==> src/rtl/weight_controller_pkg.sv <==
// Shared definitions for the weight path: controller states, fetch geometry
// and the kernel base-address arithmetic.
package winocnn_pkg;
  localparam int WC_DATA_W   = 8;
  localparam int WC_ADDR_W   = 16;
  localparam int KERNEL_TAPS = 9;
  localparam int WFETCH_LEN  = 18;

  typedef enum logic [1:0] {IDLE, FETCH, READY, ACTIVE} wctrl_state_t;

  // Kernels are stored od-major, then id, 9 taps each.
  // The linear index is 12 bits and the *9 product is 16 bits.
  function automatic logic [15:0] kernel_base(input logic [7:0] od,
                                              input logic [3:0] tid,
                                              input logic [3:0] id);
    logic [11:0] lin;
    lin = 12'(od) * 12'(tid) + 12'(id);
    return 16'(lin) * 16'd9;
  endfunction
endpackage

==> src/rtl/weight_controller_if.sv <==
// Weight memory read port: synchronous read, data one cycle after mem_ren_o.
interface weight_controller_if import winocnn_pkg::*; #(
  parameter int DATA_W = WC_DATA_W,
  parameter int ADDR_W = WC_ADDR_W
);
  logic [ADDR_W-1:0] mem_addr_o;
  logic              mem_ren_o;
  logic [DATA_W-1:0] mem_rdata_i;

  modport master (output mem_addr_o, output mem_ren_o, input mem_rdata_i);
  modport slave  (input mem_addr_o, input mem_ren_o, output mem_rdata_i);
endinterface

==> src/rtl/weight_controller_addr_gen.sv <==
// Registers both kernel base addresses at fetch launch and maps a fetch slot
// to its read address and read enable.
module weight_addr_gen import winocnn_pkg::*; #(
  parameter int ADDR_W = WC_ADDR_W
) (
  input  logic              clk,
  input  logic              reset,
  input  logic              launch,
  input  logic [7:0]        od1,
  input  logic [7:0]        od2,
  input  logic [3:0]        id,
  input  logic [3:0]        total_id,
  input  logic [7:0]        total_od,
  input  logic [4:0]        slot,
  output logic [ADDR_W-1:0] addr,
  output logic              ren,
  output logic              od2_ok
);
  logic [ADDR_W-1:0] base1_q, base2_q;
  logic              second;

  always_ff @(posedge clk or posedge reset) begin
    if (reset) begin
      base1_q <= '0;
      base2_q <= '0;
      od2_ok  <= 1'b0;
    end else if (launch) begin
      base1_q <= ADDR_W'(kernel_base(od1, total_id, id));
      base2_q <= ADDR_W'(kernel_base(od2, total_id, id));
      od2_ok  <= (od2 < total_od);
    end
  end

  assign second = (slot >= 5'(KERNEL_TAPS));

  // An out-of-range od2 still walks its slots so the fetch length stays fixed.
  always_comb begin
    addr = second ? base2_q + ADDR_W'(slot - 5'(KERNEL_TAPS))
                  : base1_q + ADDR_W'(slot);
    ren  = !second || od2_ok;
  end
endmodule

==> src/rtl/weight_controller.sv <==
// Fetches the od1/od2 kernel pair into a shadow buffer and presents it to the
// PE array on start; the next pair can be fetched while the current one holds.
module weight_controller import winocnn_pkg::*; #(
  parameter int DATA_W = WC_DATA_W,
  parameter int ADDR_W = WC_ADDR_W
) (
  input  logic                          clk,
  input  logic                          reset,
  input  logic [3:0]                    total_id_i,
  input  logic [7:0]                    total_od_i,
  input  logic [7:0]                    weight_od1_i,
  input  logic [7:0]                    weight_od2_i,
  input  logic [3:0]                    weight_id_i,
  input  logic                          weight_prepare_i,
  input  logic                          weight_start_i,
  output logic                          weight_ready_o,
  weight_controller_if.master           mem,
  output logic [KERNEL_TAPS*DATA_W-1:0] kernel1_o,
  output logic [KERNEL_TAPS*DATA_W-1:0] kernel2_o,
  output logic                          kernel_valid_o
);
  wctrl_state_t state_q, state_d;
  logic         launch;
  logic [4:0]   cnt_q;
  logic [4:0]   cap_slot;
  logic [WFETCH_LEN-1:0][DATA_W-1:0] shadow_q;
  logic [ADDR_W-1:0] gen_addr;
  logic              gen_ren;
  logic              od2_ok;

  weight_addr_gen #(.ADDR_W(ADDR_W)) u_addr_gen (
    .clk      (clk),
    .reset    (reset),
    .launch   (launch),
    .od1      (weight_od1_i),
    .od2      (weight_od2_i),
    .id       (weight_id_i),
    .total_id (total_id_i),
    .total_od (total_od_i),
    .slot     (cnt_q),
    .addr     (gen_addr),
    .ren      (gen_ren),
    .od2_ok   (od2_ok)
  );

  // Slot k issues when cnt==k and its data is captured two edges later.
  assign cap_slot = cnt_q - 5'd2;

  always_comb begin
    state_d = state_q;
    launch  = 1'b0;
    unique case (state_q)
      IDLE:   if (weight_prepare_i) begin launch = 1'b1; state_d = FETCH; end
      FETCH:  if (cnt_q == 5'(WFETCH_LEN + 1)) state_d = READY;
      READY:  if (weight_start_i) state_d = ACTIVE;
      ACTIVE: if (weight_prepare_i) begin launch = 1'b1; state_d = FETCH; end
      default: state_d = IDLE;
    endcase
  end

  always_ff @(posedge clk or posedge reset) begin
    if (reset) begin
      state_q        <= IDLE;
      cnt_q          <= '0;
      shadow_q       <= '0;
      mem.mem_addr_o <= '0;
      mem.mem_ren_o  <= 1'b0;
      weight_ready_o <= 1'b0;
      kernel1_o      <= '0;
      kernel2_o      <= '0;
      kernel_valid_o <= 1'b0;
    end else begin
      state_q        <= state_d;
      weight_ready_o <= (state_d == READY);
      kernel_valid_o <= (state_d == ACTIVE) && weight_start_i;
      mem.mem_ren_o  <= 1'b0;

      if (launch)                cnt_q <= '0;
      else if (state_q == FETCH) cnt_q <= cnt_q + 5'd1;

      if (state_q == FETCH && cnt_q < 5'(WFETCH_LEN)) begin
        mem.mem_addr_o <= gen_addr;
        mem.mem_ren_o  <= gen_ren;
      end

      if (state_q == FETCH && cnt_q >= 5'd2)
        shadow_q[cap_slot] <= (cap_slot < 5'(KERNEL_TAPS) || od2_ok) ? mem.mem_rdata_i : '0;

      if (state_q == READY && weight_start_i) begin
        kernel1_o <= shadow_q[KERNEL_TAPS-1:0];
        kernel2_o <= shadow_q[WFETCH_LEN-1:KERNEL_TAPS];
      end
    end
  end
endmodule

==> src/flat_wrapper.sv <==
// flat-port wrapper written by rule: the top's interface ports become plain ports
module weight_controller_flat import winocnn_pkg::*;
#(
  parameter int DATA_W = WC_DATA_W,
  parameter int ADDR_W = WC_ADDR_W
)
  (clk, reset, total_id_i, total_od_i, weight_od1_i, weight_od2_i, weight_id_i, weight_prepare_i, weight_start_i, weight_ready_o, kernel1_o, kernel2_o, kernel_valid_o, mem_mem_addr_o, mem_mem_ren_o, mem_mem_rdata_i);
  weight_controller_if #(.DATA_W(DATA_W), .ADDR_W(ADDR_W)) mem_i ();
  input  logic clk;
  input  logic reset;
  input  logic [3:0] total_id_i;
  input  logic [7:0] total_od_i;
  input  logic [7:0] weight_od1_i;
  input  logic [7:0] weight_od2_i;
  input  logic [3:0] weight_id_i;
  input  logic weight_prepare_i;
  input  logic weight_start_i;
  output logic weight_ready_o;
  output logic [KERNEL_TAPS*DATA_W-1:0] kernel1_o;
  output logic [KERNEL_TAPS*DATA_W-1:0] kernel2_o;
  output logic kernel_valid_o;
  output wire logic [$bits(mem_i.mem_addr_o)-1:0] mem_mem_addr_o;
  output wire logic [$bits(mem_i.mem_ren_o)-1:0] mem_mem_ren_o;
  input wire logic [$bits(mem_i.mem_rdata_i)-1:0] mem_mem_rdata_i;
  assign mem_mem_addr_o = mem_i.mem_addr_o;
  assign mem_mem_ren_o = mem_i.mem_ren_o;
  assign mem_i.mem_rdata_i = mem_mem_rdata_i;
  weight_controller #(.DATA_W(DATA_W), .ADDR_W(ADDR_W)) u_core (.clk(clk), .reset(reset), .total_id_i(total_id_i), .total_od_i(total_od_i), .weight_od1_i(weight_od1_i), .weight_od2_i(weight_od2_i), .weight_id_i(weight_id_i), .weight_prepare_i(weight_prepare_i), .weight_start_i(weight_start_i), .weight_ready_o(weight_ready_o), .mem(mem_i), .kernel1_o(kernel1_o), .kernel2_o(kernel2_o), .kernel_valid_o(kernel_valid_o));
endmodule
==> config.mk <==
export PLATFORM = sky130hd
export DESIGN_NAME = weight_controller_flat
export DESIGN_NICKNAME = d
export VERILOG_FILES = /design/src/rtl/weight_controller_pkg.sv /design/src/rtl/weight_controller_if.sv /design/src/rtl/weight_controller_addr_gen.sv /design/src/rtl/weight_controller.sv /design/src/flat_wrapper.sv
export SDC_FILE = /design/constraint.sdc
export NUM_CORES = 1
export LEC_CHECK = 0
export ABC_AREA = 0
export ABC_CLOCK_PERIOD_IN_PS = 28300
export BUFFER_PORTS_ARGS = -buffer_cell sky130_fd_sc_hd__buf_2
export CAP_MARGIN = 10
export CORE_AREA = 2 2 176 178
export DETAILED_ROUTE_END_ITERATION = 6
export DIE_AREA = 0 0 178 180
export HOLD_SLACK_MARGIN = 0.12
export PLACE_DENSITY = 0.77
export SLEW_MARGIN = 10
export SYNTH_ARGS = -nofsm -noshare
export SYNTH_HDL_FRONTEND = slang
export SYNTH_SLANG_ARGS = --single-unit
==> constraint.sdc <==
create_clock -name clk -period 28.3 [get_ports clk]
set_input_delay 1.415 -clock clk [delete_from_list [all_inputs] [get_ports clk]]
set_output_delay 1.415 -clock clk [all_outputs]
set_load 0.02 [all_outputs]
==> impl_metrics.py <==
metrics = {
    "clocking": {
        "post_cts_buffers": 0,
        "ctsHtreeMaxLevel": 2,
        "holdBufCountCts": 0,
        "ctsResizeCount": 0,
        "clk_path_buf_depth": 3,
        "clk_latency_ps": 530,
        "clock_sinks": 347,
        "root_buffer": "clkbuf_16",
        "cts_tree": "done",
        "numCtsBuffers": 37,
        "clk_pin_slew_ps": 60,
    },
    "worst_setup_path": {
        "crit_path_top_delay_cell": "fa_1",
        "crit_path_cell_trace": "buf_2, nand2_1, fa_1, fa_1, fa_1, inv_1, ha_1, a211oi_1, nor2_1, o21ai_0, nor2b_1, xnor2_1, ha_1, ha_1, nand2_1, o21ai_1, or4_1, a31oi_1, o21a_1, xnor2_1, mux2_2",
        "end_kind": "flop",
        "max_stage_delay_ps": 530,
        "cp-start-kind": "primary input",
        "critPathKind": "in -> reg",
        "cp.arrival_ps": 6570,
        "critPathRequiredTime_ps": 28700,
        "crit_family": "adder cells",
        "cp_max_fo": 16,
        "reg2reg_slack_ps": 24090,
        "critical_path_buf_inv_count": 2,
    },
    "finish": {
        "nNetsFinal": 1871,
        "seqCellArea_sq_um": 8683,
        "syn_to_final_growth_pct": 15.28,
        "final_layout_size_suffix_gt1_share_pct": 35.79,
        "multiInputGateArea_sq_um": 8915,
        "fillers": 2189,
        "fin_cells": 2090,
    },
    "logic_synthesis": {
        "syn-num-nets": 1661,
        "syn-instance-count": 1458,
        "ys_async_sr_fraction_pct": 100.0,
        "yosys_warnings": 0,
        "syn_avg_cell_area_sq_um": 12.30,
        "netlist_area_sq_um": 17930,
        "synthTopCellsByArea": "dfrtp_1 48%, mux2_2 18%, ha_1 8.7%",
        "netlist.area_leader.share_pct": 48.43,
        "ys_ff_latch": 347,
        "ys_types": 67,
        "synth-edff-count": 0,
        "yosysTopAreaCell": "dfrtp_1",
        "yosysSeqAreaShare_pct": 48.43,
        "ys.flop_type": "dfrtp_1",
    },
    "drt": {
        "wl_met3_um": 1816,
        "wl_met1_um": 17440,
        "finalWirelength_um": 38800,
        "drc": 0,
        "viasPerCell": 5.675,
        "final_antenna_net_count": 0,
        "initialDrtViolationCount": 565,
        "dr.pass1.iters": 6,
        "vias": 11861,
        "top_layer": "met4",
        "dr_wl_met2_um": 18640,
        "wl_per_cell_um": 18.56,
    },
    "sta": {
        "slew_violations": 0,
        "fin_crit_ps": 6172,
        "rsz0062_at_grt": "no",
        "fmax_ghz": 0.1620,
        "max_slew_margin_pct": 26.57,
        "fin_setup_tns_ps": 0,
        "worst_slew_pin_slew_ps": 1097,
        "finClkSkew_ps": 15.57,
        "hold_violations": 0,
        "fin_crit_sh_pct": 21.81,
        "setup_viol": 0,
        "setup_ws_ps": 22130,
    },
    "global_routing": {
        "grt_pass1_wl_um": 63160,
        "grt_pass1_vias": 12131,
        "grt_max_degree": 152,
        "grt_usage_pct": 24.61,
        "gr-total-overflow": 0,
        "antenna_found_initial": 1,
    },
    "placed_design": {
        "dpl.hpwl_um": 27200,
        "gp_congestion": 0.8733,
        "place_ws_ps": 21610,
        "placed_cells": 2025,
        "portBuffers": 206,
    },
    "floorplanning": {
        "io-pin-count": 207,
        "die_y_um": 180,
        "rows": 64,
        "start_util_pct": 59.39,
        "fp.coreArea_sq_um": 30190,
        "die_area_sq_um": 32040,
        "die_w_um": 178,
    },
    "pwr": {
        "powerDensity_nw_per_um2": 103.2,
        "ir_drop_mv": 0.04222,
        "p_leak_uw": 0.01079,
    },
    "job": {
        "maxCapViolCount": 0,
    },
    "status": {
        "status": "finished, final reports clean",
    },
    "worst_hold_path": {
        "holdCritPathClass": "reg -> reg",
    },
}
-- worst register-to-register path, delay by kind of cell, from the launching register on --
| kind | cells | cell delay, ps |
|---|---|---|
| simple gates | 2 | 210 |
| flops | 1 | 490 |
| xor+xnor | 1 | 200 |
| fa+ha+maj | 2 | 770 |
| buf+inv | 1 | 240 |
| compound gates | 6 | 2170 |
-- final timing paths --
| path | start | end | cells after the start |
|---|---|---|---|
| setup / recovery | total_id_i[3] | u_core.u_addr_gen.base2_q[13] | 21 |
| hold / removal | u_core.mem.mem_addr_o[7] | u_core.mem.mem_addr_o[7] | 2 |
| setup reg to reg | u_core.cnt_q[1] | u_core.mem.mem_addr_o[13] | 12 |
| hold reg to reg | u_core.mem.mem_addr_o[7] | u_core.mem.mem_addr_o[7] | 2 |
| max in group asynchronous | reset | u_core.kernel2_o[46] | 4 |
| min in group asynchronous | reset | u_core.kernel1_o[5] | 2 |
-- sequential cells by signal, indices dropped and copies added, names as in the netlist --
signal and flops:
u_core.mem.mem_addr_o 16, u_core.u_addr_gen.base1_q 16, u_core.shadow_q 144, u_core.kernel_valid_o 1, u_core.state_q 2, u_core.weight_ready_o 1
u_core.kernel1_o 72, u_core.kernel2_o 72, u_core.mem.mem_ren_o 1, u_core.u_addr_gen.base2_q 16, u_core.u_addr_gen.od2_ok 1, u_core.cnt_q 5
-- synth_stat cells (all sizes together), types with 4 or more instances --
| library cell | count |
|---|---|
| nand3 | 15 |
| fa | 34 |
| or2 | 4 |
| buf | 9 |
| clkbuf | 35 |
| xnor2 | 28 |
| and3 | 5 |
| a31oi | 9 |
| dfrtp | 347 |
| o31ai | 7 |
| o21a | 8 |
| o21bai | 4 |
| mux2i | 4 |
| a21oi | 43 |
| nand2 | 105 |
| and2 | 63 |
| o21ai | 69 |
| nor2b | 14 |
| nand2b | 17 |
| inv | 46 |
| mux2 | 290 |
| or4 | 4 |
| a21o | 13 |
| ha | 125 |
| xor2 | 24 |
| nor4 | 4 |
| nor3 | 10 |
| a211oi | 19 |
| nor2 | 62 |
-- per-layer routing --
metal / GRT usage [%] / up-vias
met4: 6.885 / 0
met3: 3.469 / 67
met1: 33.86 / 5951
li1: - / 5558
met5: 0 / -
met2: 40.93 / 285
-- per-stage QoR --
step | cell area (sq um) | hold slack, ps | total power, uW | utilization, %
floorplan | 17930 | 452.3 | 1373 | -
global placement | 19380 | 446.2 | 1597 | 64.21
detailed placement | 19380 | 458.5 | 1628 | 64.21
CTS | 20670 | 472.7 | 2142 | 68.46
global route | 20670 | 513.3 | 2278 | 68.46
finish | 20670 | 471.6 | 2134 | 68.46
-- cell type report --
cell class                 instances  area share (%)
multi-input combinational       1021           43.13
sequential                       347           42.01
timing repair buffer             215           5.376
clock buffer                      53           5.309
tap                              396           2.397
clock inverter                    11          0.8899
inverter                          46          0.8717
antenna                            1         0.01211
-- cells in the final DEF (no fill, tap or decap), types with 39 or more instances in the layout --
| cell | instances |
|---|---|
| a21oi_1 | 39 |
| and2_1 | 62 |
| buf_2 | 206 |
| dfrtp_1 | 347 |
| ha_1 | 125 |
| inv_1 | 45 |
| mux2_2 | 290 |
| nand2_1 | 101 |
| nor2_1 | 46 |
| o21ai_0 | 62 |
-- kinds of logic (layout without fill, tap and decap cells) --
logic type	Yosys count	count (layout)	synth area share, %
buffers and inverters	90	325	1.933
flip-flops	347	347	48.43
adder cells (fa/ha/maj)	159	159	12.52
multiplexers	294	294	18.44
AND/OR/NAND/NOR	314	314	8.849
other	0	1	0
AO/OA/AOI/OAI	202	202	7.251
XOR/XNOR	52	52	2.582
-- report_power, final --
part           leakage [uW]  switching (uW)  total, uW  internal [uW]
Sequential          0.00468            82.6        707            624
Combinational       0.00549             543        926            384
Clock              0.000629             194        501            307
Total                0.0108             819       2130           1310
Power figures use the tool's default switching activity.
